==> src/rtl/modn_pkg.sv <==
// rtl/modn_pkg.sv - shared constants and next-count function for the modulo-N counter
package modn_pkg;

   localparam int MOD_MIN       = 2;
   localparam int DEFAULT_WIDTH = 5;
   localparam int DEFAULT_MOD   = 9;

   typedef struct packed {
      logic [31:0] count;
      logic        wrap;
   } count_t;

   // Width-agnostic next count: m is the modulus in force this period,
   // m_new the modulus that takes over if this step wraps (only used going down).
   function automatic count_t next_count(input logic [31:0] y,
                                         input logic [31:0] m,
                                         input logic [31:0] m_new,
                                         input logic        up);
      count_t r;
      r.wrap = up ? (y == m - 32'd1) : (y == 32'd0);
      if (r.wrap)
         r.count = up ? 32'd0 : m_new - 32'd1;
      else
         r.count = up ? y + 32'd1 : y - 32'd1;
      return r;
   endfunction

endpackage

==> src/rtl/modn_counter_if.sv <==
// rtl/modn_counter_if.sv - control and status bundle of the modulo-N counter
interface modn_counter_if
   import modn_pkg::*;
#(
   parameter int WIDTH = DEFAULT_WIDTH
);
   logic             en;
   logic             up;
   logic             load;
   logic [WIDTH-1:0] load_val;
   logic [WIDTH-1:0] mod_val;
   logic [WIDTH-1:0] y;
   logic             tc;
   logic             wrap;
   logic             mod_err;

   modport master (
      output en, up, load, load_val, mod_val,
      input  y, tc, wrap, mod_err
   );

   modport slave (
      input  en, up, load, load_val, mod_val,
      output y, tc, wrap, mod_err
   );
endinterface

==> src/rtl/modn_counter.sv <==
// rtl/modn_counter.sv - parametrised up/down modulo-N counter with load and cascade output
module modn_counter
   import modn_pkg::*;
#(
   parameter int WIDTH       = DEFAULT_WIDTH,
   parameter int MOD_DEFAULT = DEFAULT_MOD
) (
   input  logic          clk,
   input  logic          rst,
   modn_counter_if.slave bus
);

   if (WIDTH < 2 || WIDTH > 31)
      $error("modn_counter: WIDTH must be in [2, 31]");
   if (MOD_DEFAULT < MOD_MIN || MOD_DEFAULT > (2 ** WIDTH) - 1)
      $error("modn_counter: MOD_DEFAULT must be in [2, 2^WIDTH-1]");

   localparam logic [WIDTH-1:0] ONE     = WIDTH'(1);
   localparam logic [WIDTH-1:0] MIN_W   = WIDTH'(MOD_MIN);
   localparam logic [WIDTH-1:0] RST_MOD = WIDTH'(MOD_DEFAULT);

   logic [WIDTH-1:0] y_q;
   logic [WIDTH-1:0] m_q;
   logic             wrap_q;
   logic             err_q;

   logic             mod_ok;
   logic [WIDTH-1:0] m_load;
   logic [WIDTH-1:0] y_load;
   logic             err_load;
   logic             term;
   logic [WIDTH-1:0] m_wrap;
   count_t           nc;

   // Next-state candidates for the load and count paths; mod_val only ever
   // reaches m_q through a load or a wrap, so a period is never shortened mid-way.
   always_comb begin
      mod_ok   = (bus.mod_val >= MIN_W);
      m_load   = mod_ok ? bus.mod_val : m_q;
      y_load   = (bus.load_val < m_load) ? bus.load_val : m_load - ONE;
      err_load = !mod_ok || !(bus.load_val < m_load);
      term     = bus.up ? (y_q == m_q - ONE) : (y_q == '0);
      m_wrap   = term ? m_load : m_q;
      nc       = next_count(32'(y_q), 32'(m_q), 32'(m_wrap), bus.up);
   end

   // State update with priority rst > load > en > hold; pulses clear on every non-causing edge.
   always_ff @(posedge clk) begin
      if (rst) begin
         y_q    <= '0;
         m_q    <= RST_MOD;
         wrap_q <= 1'b0;
         err_q  <= 1'b0;
      end else if (bus.load) begin
         y_q    <= y_load;
         m_q    <= m_load;
         wrap_q <= 1'b0;
         err_q  <= err_load;
      end else if (bus.en) begin
         y_q    <= WIDTH'(nc.count);
         m_q    <= m_wrap;
         wrap_q <= nc.wrap;
         err_q  <= nc.wrap && !mod_ok;
      end else begin
         wrap_q <= 1'b0;
         err_q  <= 1'b0;
      end
   end

   assign bus.y       = y_q;
   assign bus.wrap    = wrap_q;
   assign bus.mod_err = err_q;
   assign bus.tc      = bus.en & (bus.up ? (y_q == m_q - ONE) : (y_q == '0));

endmodule

==> src/flat_wrapper.sv <==
// flat-port wrapper written by rule: the top's interface ports become plain ports
module modn_counter_flat import modn_pkg::*;
#(
   parameter int WIDTH       = DEFAULT_WIDTH,
   parameter int MOD_DEFAULT = DEFAULT_MOD
)
  (clk, rst, bus_en, bus_up, bus_load, bus_load_val, bus_mod_val, bus_y, bus_tc, bus_wrap, bus_mod_err);
  modn_counter_if #(.WIDTH(WIDTH)) bus_i ();
  input  logic clk;
  input  logic rst;
  input wire logic [$bits(bus_i.en)-1:0] bus_en;
  input wire logic [$bits(bus_i.up)-1:0] bus_up;
  input wire logic [$bits(bus_i.load)-1:0] bus_load;
  input wire logic [$bits(bus_i.load_val)-1:0] bus_load_val;
  input wire logic [$bits(bus_i.mod_val)-1:0] bus_mod_val;
  output wire logic [$bits(bus_i.y)-1:0] bus_y;
  output wire logic [$bits(bus_i.tc)-1:0] bus_tc;
  output wire logic [$bits(bus_i.wrap)-1:0] bus_wrap;
  output wire logic [$bits(bus_i.mod_err)-1:0] bus_mod_err;
  assign bus_i.en = bus_en;
  assign bus_i.up = bus_up;
  assign bus_i.load = bus_load;
  assign bus_i.load_val = bus_load_val;
  assign bus_i.mod_val = bus_mod_val;
  assign bus_y = bus_i.y;
  assign bus_tc = bus_i.tc;
  assign bus_wrap = bus_i.wrap;
  assign bus_mod_err = bus_i.mod_err;
  modn_counter #(.WIDTH(WIDTH), .MOD_DEFAULT(MOD_DEFAULT)) u_core (.clk(clk), .rst(rst), .bus(bus_i));
endmodule
==> config.mk <==
export PLATFORM = sky130hd
export DESIGN_NAME = modn_counter_flat
export DESIGN_NICKNAME = d
export VERILOG_FILES = /design/src/rtl/modn_pkg.sv /design/src/rtl/modn_counter_if.sv /design/src/rtl/modn_counter.sv /design/src/flat_wrapper.sv
export SDC_FILE = /design/constraint.sdc
export NUM_CORES = 1
export LEC_CHECK = 0
export CORE_AREA = 2 2 58 60
export DETAILED_ROUTE_END_ITERATION = 16
export DIE_AREA = 0 0 60 62
export PLACE_DENSITY = 0.73
export SYNTH_ARGS = -nofsm -noshare
export SYNTH_HDL_FRONTEND = slang
export SYNTH_SLANG_ARGS = --single-unit
==> constraint.sdc <==
create_clock -name clk -period 2.5 [get_ports clk]
set_input_delay 0.375 -clock clk [delete_from_list [all_inputs] [get_ports clk]]
set_output_delay 0.375 -clock clk [all_outputs]
set_load 0.01 [all_outputs]
==> results of run 1 <==
-- cell type report --
cell class                 instances  share of cell area [%]
clock buffer                       4                   1.645
inverter                          13                   2.212
multi-input combinational        134                   55.70
sequential                        12                   11.12
tap                               46                   2.609
timing repair buffer              70                   26.72
-- registers in the layout, indices dropped and copies added, names as in the netlist --
signal,count
u_core.m_q,5
u_core.bus.y,5
u_core.bus.wrap,1
u_core.bus.mod_err,1
-- through the flow --
stage | cells | hold WS, ns | util [%]
after detailed placement | 272 | 0.5582 | 64.34
after CTS | 278 | 0.5838 | 66.12
after floorplan | 166 | 0.5392 | -
after global routing | 279 | 0.6186 | 69.38
after global placement | 272 | 0.5640 | 64.34
final | 279 | 0.5857 | 69.38
-- power by group through the flow --
stage	logic, W	registers [W]	clock network, W
2_1_floorplan	0.000309	0.000247	0
3_3_place_gp	0.000533	0.000238	0
3_5_place_dp	0.000553	0.000238	0
4_1_cts	0.000571	0.000234	0.000157
5_1_grt	0.000655	0.000238	0.000169
6_report	0.000610	0.000236	0.000162
-- worst max-delay path by stage --
| stage | slack [ns] | startpoint | end |
|---|---|---|---|
| 2_1_floorplan | -0.13 | u_core.m_q[1]$_SDFFE_PP0P_ | u_core.bus.y[4]$_SDFFE_PP0P_ |
| 3_3_place_gp | -0.32 | bus_mod_val[1] | u_core.bus.y[0]$_SDFFE_PP0P_ |
| 3_5_place_dp | -0.42 | bus_mod_val[3] | u_core.bus.y[4]$_SDFFE_PP0P_ |
| 4_1_cts | -0.15 | u_core.m_q[0]$_SDFFE_PP1P_ | u_core.bus.y[4]$_SDFFE_PP0P_ |
| 5_1_grt | -0.25 | u_core.m_q[0]$_SDFFE_PP1P_ | u_core.bus.y[4]$_SDFFE_PP0P_ |
| 6_report | -0.14 | u_core.m_q[0]$_SDFFE_PP1P_ | u_core.bus.y[4]$_SDFFE_PP0P_ |
-- layout by cell type, fill, tap and decap left out, types with 2 or more instances in the layout --
cell / synthesis / layout
a21oi_2: 0 / 2
nor3_1: 5 / 3
a21oi_1: 4 / 2
ha_4: 0 / 2
mux2i_2: 1 / 2
o211ai_1: 3 / 3
ha_1: 10 / 8
a31oi_1: 4 / 4
and2_1: 5 / 5
o221a_1: 3 / 3
o2111ai_1: 3 / 3
nand2_1: 8 / 8
xnor2_1: 7 / 6
o21ai_4: 1 / 2
o21ai_2: 1 / 2
o32ai_2: 1 / 2
o21ai_0: 9 / 7
a21o_1: 2 / 2
a311oi_1: 3 / 2
and3_1: 2 / 2
o31ai_2: 1 / 2
inv_2: 0 / 2
xor2_1: 5 / 4
nand3_1: 4 / 4
dfxtp_1: 12 / 10
inv_1: 13 / 11
a31o_2: 2 / 2
nor3_2: 0 / 2
clkdlybuf4s50_1: 0 / 18
buf_4: 0 / 48
clkbuf_4: 0 / 3
dlymetal6s2s_1: 0 / 3
a221oi_2: 2 / 2
or2_2: 2 / 2
nor2_1: 13 / 12
-- routing by layer --
metal	routed length [um]	GRT usage (%)	share of wire, %	vias to the layer above
met5	0	0	0	-
met4	87	13.65	1.9	0
met3	207	2.484	4.4	11
met2	2464	45.34	52	67
met1	1938	28.63	41	794
li1	-	-	-	768
-- cells by family (layout without fill, tap and decap cells) --
family          Yosys count  in the layout  synth area share (%)
fa+ha+maj                11             11                 10.30
xor+xnor                 13             13                 9.058
buf+inv                  20             87                 5.950
mux                       5              5                 4.262
simple gates             51             51                 19.89
flops                    12             12                 17.05
compound gates           54             54                 33.48
-- worst reg2reg max path, stage by stage, from the launching register on --
cell and delay (ns):
dfxtp_4 0.37, o31a_1 0.30, or2_4 0.24, o31a_4 0.30, o21ai_4 0.20, mux2_4 0.35, ha_4 0.18, o311ai_4 0.06
xor2_2 0.20, a311oi_2 0.12, o32ai_2 0.25
-- what timing repair did --
action	4_1_cts	5_1_grt
resized for setup	5	19
setup buffers	2	1
pin swaps	5	5
endpoints found under the setup margin	6	7
==> flow_summary.toml, run 1 <==
[layout]
final_cell_area_um2 = 2206
multi_input_area_um2 = 1229
nFillCells = 233
nets = 260
regArea_um2 = 245.2
drive_gt1_share_pct = 40.77
area_delta_synth_final_pct = 56.57
insertedDiodeCount = 0

[power_and_ir_drop]
pwr-share-clk_pct = 16.0
p_leak_nw = 0.9434
p_seq_share_pct = 23.4
p_sw_share_pct = 38.66
p_switching_w = 0.0003897
comb_power_share_pct = 60.6
total_power_w = 0.001008
internal-power_w = 0.0006184
ir_worst_vdd_v = 0.0001676
power_density_nw_per_um2 = 457.0

[critical_path]
crit_path_max_fanout = 4
r2r-end = "u_core.bus.y[4]$_SDFFE_PP0P_"
max_stage_delay_ns = 0.37
crit_buf_inv = 0
reg2reg_slack_ns = -0.14
worstPathArrival_ns = 2.84
path_delay_family = "compound AO/OA/AOI/OAI gates"
slowest_stage = "dfxtp_4"
r2r_start = "u_core.m_q[0]$_SDFFE_PP1P_"
cp.required_ns = 2.70
path_cells = "o31a_1 -> or2_4 -> o31a_4 -> o21ai_4 -> mux2_4 -> ha_4 -> o311ai_4 -> xor2_2 -> a311oi_2 -> o32ai_2"
cp-end-kind = "register"
r2r_cells = 10
worstSetupPathType = "register to register"
startpoint_type = "register"
cp.depth = 10

[timing]
rsz0062_at_grt = "true"
min_period_over_period_pct = 105.5
slew_viol_final = 0
period_minus_slack_ns = 2.637
setup_ws_ns = -0.1373
hold_violations = 0
fin_skew_ns = 0.002764
tns_ns = -0.4451
worst_pin_slew_ns = 0.7302
slew_headroom_pct = 50.90
fmax_mhz = 379.2
setup_violations = 4

[min_path]
hold_end = "u_core.bus.y[0]$_SDFFE_PP0P_"
worstHoldPathCells = 2
hp-start = "u_core.bus.y[0]$_SDFFE_PP0P_"
hold_path.class = "register to register"

[logic_synthesis]
synthTopCellsByArea = "dfxtp_1 (17%), ha_1 (8.9%), xnor2_1 (4.4%)"
yosysSeqAreaShare_pct = 17.05
synth_top_area_share_pct = 17.05
async_flop_share_pct = 0
synth_commonest_cells = "inv_1 (13), nor2_1 (13), dfxtp_1 (12), ha_1 (10), o21ai_0 (9)"
synth-edff-count = 0
synthCells = 166
yosys_most_used_dff = "dfxtp_1"
synth.distinct_cells = 57
yosysTopAreaCell = "dfxtp_1"
synth_nets = 192
synth_warnings = 0
syn_area_um2 = 1409
ys_seq_elements = 12
synth.avg_cell_area_um2 = 8.487

[placed_design]
placed_area_um2 = 2046
place_ws_ns = -0.4211
dp_hpwl_um = 3517
numPortBuffers = 22
place_congestion = 0.9424

[global_route]
grt_pass1_wl_um = 7024
overflow = 0
grt_pass1_vias = 1594
grt_max_degree = 19
grtUsageTotal_pct = 24.91
antenna_found_initial = 0

[floorplanning]
coreArea_um2 = 3179
die_area_um2 = 3720
start_util_pct = 44.31
rows = 21
io_pins = 23
die_height_um = 62
die_x_um = 60

[routing]
wl_per_cell_um = 16.84
drt_first_pass_iters = 4
vias = 1640
drc = 0
ant_nets = 0
totalWireLength_um = 4697
vias_per_cell = 5.878
drt_iter0_drc = 74

[run_status]
failed_checks = "setup timing"
status = "finished with violations"

[cts]
path_clk_slew_ns = 0.08
clock_path_buffers = 2
tritoncts = "done"
hold_buffers = 0
cts.sinks = 12
cts_root_buf = "clkbuf_4"
numCtsBuffers = 3
clock_latency_ns = 0.28
h-tree-depth = 1

[job]
drv_cap = 0
No activity file was read; power rests on OpenSTA's default activity.
==> run 2, diff against run 1 <==
--- a/config.mk
+++ b/config.mk
@@ -12,3 +12,4 @@
 export SYNTH_ARGS = -nofsm -noshare
 export SYNTH_HDL_FRONTEND = slang
 export SYNTH_SLANG_ARGS = --single-unit
+export TNS_END_PERCENT = 5
==> run 2 against run 1 <==
Net effect: the run still ends with setup timing left; global-route usage up 1.4 points; largest power group unchanged; total power down 3.8%; fmax about the same; via count down 1.4%; combinational power down 5.9%; die area unchanged; highest routed layer unchanged; clock skew up 0.0032 ns.
==> flow_summary.toml, run 2 (same netlist as run 1, synthesis figures left out) <==
[routing]
totalWireLength_um = 4544
drc = 0
drt_iter0_drc = 78
vias = 1617
ant_nets = 0
vias_per_cell = 5.859
wl_per_cell_um = 16.46
drt_first_pass_iters = 4

[timing]
fin_skew_ns = 0.005971
worst_pin_slew_ns = 0.6155
period_minus_slack_ns = 2.638
setup_violations = 3
hold_violations = 0
setup_ws_ns = -0.1379
rsz0062_at_grt = "true"
fmax_mhz = 379.1
min_period_over_period_pct = 105.5
slew_viol_final = 0
tns_ns = -0.3121
slew_headroom_pct = 58.62
holdWs_ns = 0.5918

[layout]
nFillCells = 267
insertedDiodeCount = 0
drive_gt1_share_pct = 36.52
mostFrequentLayoutCells = "buf_4 (45), clkdlybuf4s50_1 (20), nor2_1 (13)"
final_common_cell = "buf_4"
final_util_pct = 66.51
nets = 257
area_delta_synth_final_pct = 50.09

[floorplanning]
die_area_um2 = 3720
rows = 21
coreArea_um2 = 3179
die_height_um = 62
start_util_pct = 44.31
io_pins = 23
die_x_um = 60

[power_and_ir_drop]
power_density_nw_per_um2 = 458.6
total_power_w = 0.0009698
p_leak_nw = 0.9008
ir_worst_vdd_v = 0.0001663

[run_status]
failed_checks = "setup timing"
status = "finished with violations"

[cts]
cts_root_buf = "clkbuf_4"
numCtsBuffers = 3
h-tree-depth = 1
clock_latency_ns = 0.28
tritoncts = "done"
cts.sinks = 12
path_clk_slew_ns = 0.08
post_cts_buffers = 0
clock_path_buffers = 2

[critical_path]
crit_path_max_fanout = 4
r2r_start = "u_core.m_q[0]$_SDFFE_PP1P_"
r2r-end = "u_core.bus.y[4]$_SDFFE_PP0P_"
reg2reg_slack_ns = -0.14
path_cells = "inv_2 -> ha_2 -> nor2b_4 -> xnor2_2 -> o31a_4 -> o21ai_4 -> mux2i_2 -> ha_4 -> o311ai_4 -> xor2_2 -> a311oi_2 -> o32ai_2"
worstPathArrival_ns = 2.81
slowest_stage = "dfxtp_4"
cp-end-kind = "register"
r2r_cells = 12
cp.required_ns = 2.67
max_stage_delay_ns = 0.37
startpoint_type = "register"
worstSetupPathType = "register to register"

[global_route]
grt_pass1_wl_um = 7231
antenna_found_initial = 0
grt_max_degree = 19
grt_pass1_vias = 1623
overflow = 0
grtUsageTotal_pct = 26.28

[placed_design]
place_ws_ns = -0.3962
dp_hpwl_um = 3589
numPortBuffers = 22
place_congestion = 0.9217

[min_path]
hold_end = "u_core.bus.y[0]$_SDFFE_PP0P_"
hold_path.class = "register to register"
worstHoldPathCells = 2
hp-start = "u_core.bus.y[0]$_SDFFE_PP0P_"

[job]
drv_cap = 0
## run 2: routing by layer
metal | global-route usage [%] | wire (um)
met1 | 29.95 | 1772
met2 | 46.12 | 2365
met3 | 5.176 | 212
met4 | 14.60 | 194
met5 | 0 | 0
## run 2: cell type report
cell class	instances	area [um^2]	area share, %
multi-input cells	134	1167	55.21
repair buffers	67	559.3	26.45
well taps	46	57.56	2.722
clock buffers	4	36.28	1.716
flip-flops and latches	12	245.2	11.60
inverters	13	48.80	2.308
## run 2: worst max path at each step
stage / startpoint / endpoint
2_1_floorplan: u_core.m_q[1]$_SDFFE_PP0P_ / u_core.bus.y[4]$_SDFFE_PP0P_
3_3_place_gp: bus_mod_val[3] / u_core.bus.y[0]$_SDFFE_PP0P_
3_5_place_dp: bus_mod_val[1] / u_core.bus.y[4]$_SDFFE_PP0P_
4_1_cts: u_core.m_q[0]$_SDFFE_PP1P_ / u_core.bus.y[4]$_SDFFE_PP0P_
5_1_grt: u_core.m_q[1]$_SDFFE_PP0P_ / u_core.bus.y[4]$_SDFFE_PP0P_
6_report: u_core.m_q[0]$_SDFFE_PP1P_ / u_core.bus.y[4]$_SDFFE_PP0P_
## run 2: what timing repair did
item	CTS	global route
resized for setup	3	8
hold buffers	0	0
endpoints found under the setup margin	6	7
gates cloned	0	0
## run 2: worst max-delay path: cells and delay by family, from the launching register on
kind / cells / cell delay [ns]
XOR/XNOR: 2 / 0.32
AND/OR/NAND/NOR: 1 / 0.13
AO/OA/AOI/OAI: 5 / 1.03
multiplexers: 1 / 0.28
adder cells (fa/ha/maj): 2 / 0.37
buffers and inverters: 1 / 0.04
flip-flops: 1 / 0.37
## run 2: per-stage QoR
stage / instance area (um^2) / std cells
5_1_grt: 2115 / 276
4_1_cts: 2081 / 276
6_report: 2115 / 276
3_5_place_dp: 2046 / 272
3_3_place_gp: 2046 / 272
2_1_floorplan: 1474 / 166
## run 2: power breakdown
group          internal, W  total, W  switching [W]
clock            0.0000887  0.000161      0.0000720
combinational     0.000295  0.000574       0.000278
sequential        0.000212  0.000235      0.0000231
total             0.000596  0.000970       0.000374
==> run 3, diff against run 2 <==
--- a/config.mk
+++ b/config.mk
@@ -5,10 +5,13 @@
 export SDC_FILE = /design/constraint.sdc
 export NUM_CORES = 1
 export LEC_CHECK = 0
+export CAP_MARGIN = 20
 export CORE_AREA = 2 2 58 60
 export DETAILED_ROUTE_END_ITERATION = 16
 export DIE_AREA = 0 0 60 62
+export HOLD_SLACK_MARGIN = 0.15
 export PLACE_DENSITY = 0.73
+export SETUP_SLACK_MARGIN = 0.5
 export SYNTH_ARGS = -nofsm -noshare
 export SYNTH_HDL_FRONTEND = slang
 export SYNTH_SLANG_ARGS = --single-unit
==> run 3 against run 2 <==
Net effect: the run still ends with setup timing left; setup slack worse by 0.026 ns; largest cell class unchanged; highest routed layer unchanged; clock-buffer cell count unchanged; non-clock buffer count stayed put; first-iteration DRC count is 7.7% lower; sequential share of layout area fell by 0.24 points; clock skew decreased by 0.0020 ns; register-to-register slack lost 0.03 ns; cell area is 2.1% higher; flip-flop and latch count unchanged; fmax down 0.98%; critical path depth down 2.
==> flow_summary.toml, run 3 (same netlist as run 1, synthesis figures left out) <==
[run_status]
status = "finished with violations"
failed_checks = "setup timing"

[critical_path]
r2r_cells = 10
reg2reg_slack_ns = -0.16
slowest_stage = "dfxtp_4"
cp.required_ns = 2.67
crit_buf_inv = 0
crit_path_max_fanout = 4
worstSetupPathType = "register to register"
path_delay_family = "compound AO/OA/AOI/OAI gates"
path_cells = "o31a_1 -> or2_4 -> o31a_4 -> o21ai_4 -> mux2i_2 -> ha_4 -> o311ai_4 -> xor2_2 -> a311oi_2 -> o32ai_2"
max_stage_delay_ns = 0.36
cp.depth = 10
worstPathArrival_ns = 2.83
cp-end-kind = "register"
startpoint_type = "register"

[routing]
drc = 0
totalWireLength_um = 4611
drt_first_pass_iters = 4
wl_per_cell_um = 16.71
ant_nets = 0
vias = 1631
vias_per_cell = 5.909
drt_iter0_drc = 72

[cts]
tritoncts = "done"
h-tree-depth = 1
clock_latency_ns = 0.28
clock_path_buffers = 2
cts.sinks = 12
path_clk_slew_ns = 0.08
cts_root_buf = "clkbuf_4"
hold_buffers = 0
numCtsBuffers = 3

[floorplanning]
coreArea_um2 = 3179
die_x_um = 60
start_util_pct = 44.31
rows = 21
io_pins = 23
die_height_um = 62
die_area_um2 = 3720

[timing]
setup_violations = 3
tns_ns = -0.3416
slew_viol_final = 0
slew_headroom_pct = 58.48
fmax_mhz = 375.4
worst_pin_slew_ns = 0.6175
holdWs_ns = 0.5926
fin_skew_ns = 0.003971
hold_violations = 0
period_minus_slack_ns = 2.664
min_period_over_period_pct = 106.6
rsz0062_at_grt = "true"
setup_ws_ns = -0.1639

[global_route]
overflow = 0
grtUsageTotal_pct = 26.32
busiest_layer = "met2"
grt_max_degree = 19
met2_usage_pct = 46.27
grtUsageMet3_pct = 5.590
grt_pass1_wl_um = 7217
use_met1_pct = 29.45
antenna_found_initial = 0
grt_pass1_vias = 1612

[power_and_ir_drop]
p_leak_nw = 0.9110
power_density_nw_per_um2 = 457.0
ir_worst_vdd_v = 0.0001697
total_power_w = 0.0009868

[placed_design]
place_congestion = 0.9217
dp.cells = 272
dp_hpwl_um = 3589
numPortBuffers = 22

[layout]
multi_input_area_um2 = 1216
regArea_um2 = 245.2
area_delta_synth_final_pct = 53.29
instances_no_fill = 276
insertedDiodeCount = 0
nFillCells = 253
nets = 257
drive_gt1_share_pct = 40.00
final_common_cell = "buf_4"
mostFrequentLayoutCells = "buf_4 (44), clkdlybuf4s50_1 (17), nor2_1 (12)"

[job]
drv_cap = 0

[min_path]
worstHoldPathCells = 2
hold_path.class = "register to register"
==> run 3: power breakdown <==
group          leakage, nW  total, W  switching, W  internal (W)
logic                0.790  0.000590      0.000288      0.000302
clock network       0.0210  0.000160     0.0000715     0.0000887
registers           0.0997  0.000237     0.0000243      0.000212
total                0.911  0.000987      0.000384      0.000603
==> run 3: area by class of cell <==
cell class,count,area share (%)
multi-input cells,134,56.32
repair buffers,67,25.72
flip-flops and latches,12,11.36
well taps,46,2.665
inverters,13,2.260
clock buffers,4,1.680
==> run 3: worst reg2reg max path, cell delays in order, from the launching register on <==
cell and delay, ns:
dfxtp_4 0.36, o31a_1 0.31, or2_4 0.24, o31a_4 0.30
o21ai_4 0.20, mux2i_2 0.28, ha_4 0.19, o311ai_4 0.10
xor2_2 0.18, a311oi_2 0.27, o32ai_2 0.12
==> run 3: what timing repair did <==
item | in CTS | in global routing
hold endpoints to repair | 0 | 0
setup buffers | 0 | 0
endpoints found under the setup margin | 8 | 12
pin swaps | 6 | 2
resized for setup | 15 | 13
==> run 3: per-stage QoR <==
step / cell area, um^2 / util, % / setup slack, ns
CTS: 2095 / 65.88 / -0.1590
global route: 2160 / 67.93 / -0.2449
global placement: 2046 / 64.34 / -0.3009
finish: 2160 / 67.93 / -0.1639
floorplan: 1474 / - / -0.1292
detailed placement: 2046 / 64.34 / -0.3962
==> run 3: final timing paths <==
check / from / end
max reg2reg: u_core.m_q[0]$_SDFFE_PP1P_ / u_core.bus.y[4]$_SDFFE_PP0P_
min reg2reg: u_core.bus.y[0]$_SDFFE_PP0P_ / u_core.bus.y[0]$_SDFFE_PP0P_
max: u_core.m_q[0]$_SDFFE_PP1P_ / u_core.bus.y[4]$_SDFFE_PP0P_
min: u_core.bus.y[0]$_SDFFE_PP0P_ / u_core.bus.y[0]$_SDFFE_PP0P_
==> run 3: layer usage <==
metal,vias up,share of wire (%)
li1,762,-
met1,780,39
met2,68,51
met3,21,5.5
met4,0,4.3
met5,-,0
